`src/rtl/uart_tx_serializer.sv`:
```
// uart_tx_serializer: drains the tx FIFO one byte per frame and
// shifts it out as start, 8 data LSB first, optional parity, stop.
module uart_tx_serializer #(
  parameter int CLKS_PER_BIT = 868,
  parameter int CNTW         = 10,
  parameter int PARITY       = 0,
  parameter int STOP_BITS    = 1
) (
  input  logic       clk,
  input  logic       rst,
  input  logic       i_tx_en,
  input  logic       i_fifo_empty,
  input  logic [7:0] i_fifo_out,
  output logic       o_fifo_rd,
  output logic       o_txd,
  output logic       o_busy
);

  typedef enum logic [2:0] {
    S_IDLE,
    S_FETCH,
    S_START,
    S_DATA,
    S_PARITY,
    S_STOP
  } state_t;

  localparam logic [CNTW-1:0] LAST = CNTW'(CLKS_PER_BIT - 1);
  localparam logic HAS_PAR  = (PARITY != 0);
  localparam logic ODD_PAR  = (PARITY == 1);
  localparam logic TWO_STOP = (STOP_BITS == 2);

  state_t          r_state;
  logic [CNTW-1:0] r_cnt;
  logic [2:0]      r_bit;
  logic            r_stop;
  logic [7:0]      r_shift;
  logic            r_par;
  logic            r_txd;
  logic            r_busy;
  logic            w_bit_end;

  assign w_bit_end = (r_cnt == LAST);
  assign o_fifo_rd = (r_state == S_FETCH) && !i_fifo_empty;
  assign o_txd     = r_txd;
  assign o_busy    = r_busy;

  // frame sequencer: state, bit timing, shift data and line level
  always_ff @(posedge clk) begin
    if (rst) begin
      r_state <= S_IDLE;
      r_cnt   <= '0;
      r_bit   <= '0;
      r_stop  <= 1'b0;
      r_shift <= '0;
      r_par   <= 1'b0;
      r_txd   <= 1'b1;
      r_busy  <= 1'b0;
    end else begin
      unique case (r_state)
        S_IDLE: begin
          r_txd <= 1'b1;
          if (i_tx_en && !i_fifo_empty) begin
            r_state <= S_FETCH;
            r_busy  <= 1'b1;
          end
        end
        S_FETCH: begin
          r_shift <= i_fifo_out;
          r_par   <= ^i_fifo_out;
          r_cnt   <= '0;
          r_txd   <= 1'b0;
          r_state <= S_START;
        end
        S_START: begin
          if (w_bit_end) begin
            r_cnt   <= '0;
            r_bit   <= '0;
            r_txd   <= r_shift[0];
            r_state <= S_DATA;
          end else begin
            r_cnt <= r_cnt + 1'b1;
          end
        end
        S_DATA: begin
          if (w_bit_end) begin
            r_cnt   <= '0;
            r_shift <= r_shift >> 1;
            if (r_bit == 3'd7) begin
              if (HAS_PAR) begin
                r_txd   <= r_par ^ ODD_PAR;
                r_state <= S_PARITY;
              end else begin
                r_txd   <= 1'b1;
                r_stop  <= 1'b0;
                r_state <= S_STOP;
              end
            end else begin
              r_bit <= r_bit + 1'b1;
              r_txd <= r_shift[1];
            end
          end else begin
            r_cnt <= r_cnt + 1'b1;
          end
        end
        S_PARITY: begin
          if (w_bit_end) begin
            r_cnt   <= '0;
            r_txd   <= 1'b1;
            r_stop  <= 1'b0;
            r_state <= S_STOP;
          end else begin
            r_cnt <= r_cnt + 1'b1;
          end
        end
        S_STOP: begin
          if (w_bit_end) begin
            r_cnt <= '0;
            if (r_stop == TWO_STOP) begin
              r_stop  <= 1'b0;
              r_busy  <= 1'b0;
              r_state <= S_IDLE;
            end else begin
              r_stop <= 1'b1;
            end
          end else begin
            r_cnt <= r_cnt + 1'b1;
          end
        end
        default: begin
          r_txd   <= 1'b1;
          r_busy  <= 1'b0;
          r_state <= S_IDLE;
        end
      endcase
    end
  end

endmodule
```
`config.mk`:
```
export PLATFORM = sky130hd
export DESIGN_NAME = uart_tx_serializer
export DESIGN_NICKNAME = d
export VERILOG_FILES = /design/src/rtl/uart_tx_serializer.sv
export SDC_FILE = /design/constraint.sdc
export NUM_CORES = 1
export LEC_CHECK = 0
export BUFFER_PORTS_ARGS = -buffer_cell sky130_fd_sc_hd__buf_2
export CAP_MARGIN = 40
export CORE_ASPECT_RATIO = 0.8
export CORE_MARGIN = 3
export CORE_UTILIZATION = 57
export CTS_CLUSTER_SIZE = 28
export DETAILED_ROUTE_END_ITERATION = 10
export GPL_TIMING_DRIVEN = 0
export PLACE_DENSITY = 0.76
export SLEW_MARGIN = 25
export SYNTH_ARGS = -nofsm -noshare
export SYNTH_HDL_FRONTEND = slang
export SYNTH_SLANG_ARGS = --single-unit
```
`constraint.sdc`:
```
create_clock -name clk -period 2.4 [get_ports clk]
set_input_delay 0.48 -clock clk [delete_from_list [all_inputs] [get_ports clk]]
set_output_delay 0.48 -clock clk [all_outputs]
set_load 0.005 [all_outputs]
```
==> flow_summary.toml, run 1 <==
[critical_path]
cp_max_fo = 10
required_ns = 2.68
reg2regPathDepth = 6
crit_type = "flop to flop"
critPathLaunchType = "flop"
arrival_ns = 2.50
r2r-start = "r_state[2]$_SDFFE_PP0P_"
timing.rr.end = "r_cnt[8]$_SDFFE_PP0P_"
r2r_slack_ns = 0.18
crit_path_start = "r_state[2]$_SDFFE_PP0P_"
crit_path_end_kind = "flop"

[synth]
seq_area_frac_synth_pct = 35.31
ys_ff_latch = 26
ys_warn_count = 0
avgSynthCellArea_um2 = 8.721
synth_edf_count = 0
ys_types = 46
synth_area_um2 = 1474
async_flop_share_pct = 0
ys.flop_type = "dfxtp_1"
synth_top_cell_by_area = "dfxtp_1"
synth_area_leaders = "dfxtp_1 35%, a21oi_1 6.8%, mux2i_1 6.1%, ha_1 4.2%, nor2_1 3.1%"
synth_top_area_share_pct = 35.31
syn_nets = 186
netlist_instances = 169

[floorplan]
coreArea_um2 = 2308
row_count = 15
die_x_um = 62.86
die_y_um = 51.48
fp.dieArea_um2 = 3236
io_pins = 15
initial_core_util_pct = 63.85

[finish]
drive_above_1_share_pct = 16.13
fillers = 196
final_cell_mix = "26 x dfxtp_1, 20 x a21oi_1, 15 x buf_2, 12 x nor2_1, 10 x nand2_1"
nNetsFinal = 204
layout_commonest_cell = "dfxtp_1"
final_core_util_pct = 70.57
multi_input_area_um2 = 883.3
regArea_um2 = 520.5
num_antenna_cells = 0
syn_to_final_growth_pct = 10.53

[timing]
finalHoldViolCount = 0
setup-violations-final = 0
relSlewSlack_pct = 64.01
period_share_pct = 92.36
fmax_ghz = 0.4511
maxSlewViolCount = 0
skew_ns = 0.002026
tns_ns = 0
rsz0062_at_grt = "false"
min_period_ns = 2.217
tightestPinTransition_ns = 0.5399
whs_ns = 0.3698

[global_route]
grt_pass1_vias = 1243
grt_pass1_wl_um = 5547
grt_use_total_pct = 21.77
antenna_found_initial = 0
grt_max_degree = 15
grt-ovfl-total = 0

[place]
portBuffers = 13
gp_congestion = 0.8376
dp_hpwl_um = 2382

[job]
maxCapViolations = 0

[run_status]
status = "finished clean"

[power]
p_sw_w = 0.0002416
pwr_density_cell_nw_per_um2 = 527.0
peakVddDrop_v = 0.0003070
power.leakage_nw = 0.5719
combPwrFrac_pct = 19.0
switching_share_pct = 28.14
p_int_w = 0.0006169
clkPwrFrac_pct = 26.3
pwr-share-seq_pct = 54.8

[clock_network]
clk_path_buf_depth = 2
cts-htree-levels = 1
post-cts-setup-buffers = 0
cts_tree = "yes"
cts-root-buf = "clkbuf_4"
path_clk_slew_ns = 0.14
cts_buffers = 3
cts_hold_buffers = 0
insertion_delay_ns = 0.33
cts_sinks = 26

[routing]
wl_um = 3333
wire_per_inst_um = 15.15
drtIter0Drc = 100
antenna_left = 0
drt-vias-per-instance = 6.214
firstDrtPassIters = 4
drc_errors = 0
via_count = 1367

[worst_hold_path]
holdPathStages = 3
min_path_type = "input pin to flop"
whs_endpoint = "r_shift[7]$_SDFFE_PP0P_"
hp-start = "i_fifo_out[7]"
[what timing repair did]
item	4_1_cts	5_1_grt
hold endpoints to repair	0	0
setup endpoints to repair	0	2
resized for setup	0	2
[cell type report]
type | instances | share of cell area [%]
multi-input cells | 127 | 54.22
flip-flops and latches | 26 | 31.95
plain buffers | 12 | 4.071
repair buffers | 13 | 3.994
well taps | 34 | 2.611
clock buffers | 4 | 2.227
inverters | 4 | 0.9217
[through the flow]
| stage | worst slack (ns) | instance area [µm²] | total power, W | instances |
|---|---|---|---|---|
| 2_1_floorplan | 0.5192 | 1474 | 0.0005943 | 169 |
| 6_report | 0.1833 | 1629 | 0.0008584 | 220 |
| 3_3_place_gp | 0.3187 | 1582 | 0.0006332 | 216 |
| 5_1_grt | 0.01509 | 1629 | 0.0009089 | 220 |
| 3_5_place_dp | 0.2629 | 1582 | 0.0006389 | 216 |
| 4_1_cts | 0.08437 | 1618 | 0.0008658 | 220 |
[cells by family after synthesis]
family,count (synthesis),synth area share (%)
buffers and inverters,16,5.517
AOI/OAI and AO/OA,56,27.68
muxes,9,6.112
adders and majority gates,5,4.244
DFF,26,35.31
and+or+nand+nor,57,21.14
[metal layers]
layer	part of all wire, %	wire (µm)	vias to the layer above	GRT usage (%)
li1	-	-	687	-
met1	50	1674	634	28.42
met2	43	1420	40	34.34
met3	5.8	193	6	5.934
met4	1.3	44	0	8.425
met5	0	0	-	0
[worst max path at each step]
stage	endpoint	slack, ns	depth (start not counted)
after floorplan	r_cnt[8]$_SDFFE_PP0P_	0.52	6
after global placement	r_cnt[8]$_SDFFE_PP0P_	0.32	6
after detailed placement	r_cnt[9]$_SDFFE_PP0P_	0.26	7
after CTS	o_fifo_rd	0.08	4
after global routing	r_cnt[8]$_SDFFE_PP0P_	0.02	6
final	r_cnt[8]$_SDFFE_PP0P_	0.18	6
[state kept, by name (all words and copies together), names as in the netlist]
| name | flops |
|---|---|
| o_busy | 1 |
| r_cnt | 10 |
| r_shift | 8 |
| o_txd | 1 |
| r_bit | 3 |
| r_state | 3 |
[power groups by stage]
stage	combinational [W]	clock, W	sequential, W
finish	0.000163	0.000225	0.000470
global route	0.000183	0.000253	0.000473
CTS	0.000161	0.000235	0.000469
detailed placement	0.000160	0	0.000479
global placement	0.000156	0	0.000478
floorplan	0.000118	0	0.000476
[cells in the mapped netlist (2+ instances only)]
master,count
dfxtp_1,26
a21oi_1,20
nor2_1,12
nand2_1,10
mux2i_1,9
clkbuf_1,7
a31oi_1,6
nand3_1,6
a311oi_1,5
ha_1,5
nand2b_1,5
nor3_1,5
inv_1,4
nor3b_1,4
o21ai_0,4
nor2b_1,3
a22o_1,2
a311o_1,2
a311oi_2,2
buf_2,2
nand4_1,2
o211ai_1,2
o31ai_1,2
o41ai_1,2
[critical path, cell delays in order (launching register included)]
cell      delay [ns]
dfxtp_1         0.37
clkbuf_1        0.35
inv_1           0.17
ha_1            0.41
nand2b_1        0.14
or4_2           0.65
nand3_1         0.08
No activity file was read; power rests on OpenSTA's default activity.
==> run 2: changes to the inputs <==
--- a/config.mk
+++ b/config.mk
@@ -7,13 +7,12 @@
 export LEC_CHECK = 0
 export BUFFER_PORTS_ARGS = -buffer_cell sky130_fd_sc_hd__buf_2
 export CAP_MARGIN = 40
-export CORE_ASPECT_RATIO = 0.8
 export CORE_MARGIN = 3
-export CORE_UTILIZATION = 57
+export CORE_UTILIZATION = 50
 export CTS_CLUSTER_SIZE = 28
 export DETAILED_ROUTE_END_ITERATION = 10
 export GPL_TIMING_DRIVEN = 0
-export PLACE_DENSITY = 0.76
+export PLACE_DENSITY = 0.68
 export SLEW_MARGIN = 25
 export SYNTH_ARGS = -nofsm -noshare
 export SYNTH_HDL_FRONTEND = slang
==> run 2 against run 1 <==
Against the previous run: die area up 12%; sequential share of layout area up 0.074 points; clock-buffer cell count unchanged; clock power about the same; fmax about the same; non-clock buffer count unchanged; flip-flop and latch count unchanged; power about the same; worst setup slack worse by 0.0012 ns; register-to-register slack about the same; wire length down 4.1%.
==> flow_summary.toml, run 2 (same netlist as run 1, synthesis figures left out) <==
[power]
power.leakage_nw = 0.5719
pwr_density_cell_nw_per_um2 = 528.0
peakVddDrop_v = 0.0003447

[finish]
layout_commonest_cell = "dfxtp_1"
top_regs = "r_cnt: 10 flops, r_shift: 8 flops"
final_cell_mix = "26 x dfxtp_1, 20 x a21oi_1, 15 x buf_2, 12 x nor2_1, 10 x nand2_1"
final_core_util_pct = 58.43
nNetsFinal = 204
largest_reg_flops = 10
num_antenna_cells = 0
syn_to_final_growth_pct = 10.27
final_cell_area_um2 = 1625
drive_above_1_share_pct = 16.13
top_register = "r_cnt"

[clock_network]
cts_hold_buffers = 0
insertion_delay_ns = 0.32
cts_buffers = 3
cts-htree-levels = 1
cts_tree = "yes"
path_clk_slew_ns = 0.14
cts_sinks = 26
clk_path_buf_depth = 2
cts-root-buf = "clkbuf_4"

[critical_path]
crit_path_end_kind = "flop"
crit_type = "flop to flop"
reg2regPathDepth = 6
crit_path_start = "r_state[2]$_SDFFE_PP0P_"
cp_max_fo = 10
arrival_ns = 2.49
r2r-start = "r_state[2]$_SDFFE_PP0P_"
required_ns = 2.68
critPathLaunchType = "flop"

[timing]
fmax_ghz = 0.4509
relSlewSlack_pct = 63.33
period_share_pct = 92.42
tightestPinTransition_ns = 0.5501
min_period_ns = 2.218
tns_ns = 0
setup_slack_ns = 0.1820
finalHoldViolCount = 0
rsz0062_at_grt = "false"
setup-violations-final = 0
maxSlewViolCount = 0
skew_ns = 0.002534

[worst_hold_path]
hp-start = "i_fifo_out[7]"
holdPathStages = 3
min_path_type = "input pin to flop"

[place]
dp_hpwl_um = 2354
dp_slack_ns = 0.2228
placed_cell_area_um2 = 1578
gp_congestion = 0.8569
portBuffers = 13

[routing]
firstDrtPassIters = 4
drt-vias-per-instance = 6.244
wl_um = 3197
wire_per_inst_um = 14.73
drtIter0Drc = 83
antenna_left = 0
drc_errors = 0
via_count = 1355

[global_route]
grt_use_total_pct = 19.01
grt_pass1_wl_um = 5430
grt-ovfl-total = 0
grt_max_degree = 15
antenna_found_initial = 0
grt_pass1_vias = 1259

[floorplan]
die_y_um = 60.30
die_x_um = 60.30
initial_core_util_pct = 52.99
coreArea_um2 = 2781
io_pins = 15
row_count = 19
fp.dieArea_um2 = 3635

[job]
maxCapViolations = 0

[run_status]
status = "finished clean"
-- run 2: cell counts in the layout (fill, tap and decap cells not counted) --
Identical to the previous run, type by type.
-- run 2: path summary, 6_finish.rpt --
check | to | slack, ns
worst max-delay path | r_cnt[8]$_SDFFE_PP0P_ | 0.18
worst min-delay path | r_shift[7]$_SDFFE_PP0P_ | 0.38
worst max register to register | r_cnt[8]$_SDFFE_PP0P_ | 0.18
worst min register to register | r_bit[1]$_SDFFE_PP0P_ | 0.50
-- run 2: worst max-delay path, cell delays in order (launching register included) --
cell      delay (ns)
dfxtp_1         0.35
clkbuf_1        0.35
inv_1           0.16
ha_1            0.42
nand2b_1        0.15
or4_2           0.66
nand3_1         0.08
-- run 2: what timing repair did --
| action | CTS | global route |
|---|---|---|
| setup buffers | 0 | 0 |
| gates resized for setup | 0 | 2 |
| setup endpoints to repair | 0 | 3 |
-- run 2: through the flow --
step           cells  power [W]  hold WS [ns]
2_1_floorplan    169  0.0005943        0.4462
4_1_cts          217  0.0008603        0.3698
5_1_grt          217  0.0009088        0.3711
3_3_place_gp     213  0.0006334        0.4626
3_5_place_dp     213  0.0006385        0.4707
6_report         217  0.0008582        0.3796
-- run 2: power by group --
group	switching (W)	internal, W	leakage [nW]
Clock	0.000134	0.0000927	0.0210
Combinational	0.0000936	0.0000695	0.340
Sequential	0.0000144	0.000454	0.211
-- run 2: metal layers --
metal,part of all wire (%),track usage (%),vias to the layer above
li1,-,-,683
met1,52,25.91,645
met2,44,30.25,23
met3,3.2,2.592,4
met4,0.91,6.962,0
met5,0,0,-
-- run 2: layout make-up --
type                    instances  area, µm²
flip-flops and latches         26      520.5
multi-input cells             127      883.3
fillers                       258       1156
well taps                      31      38.79
plain buffers                  12      66.31
clock buffers                   4      36.28
repair buffers                 13      65.06
inverters                       4      15.01
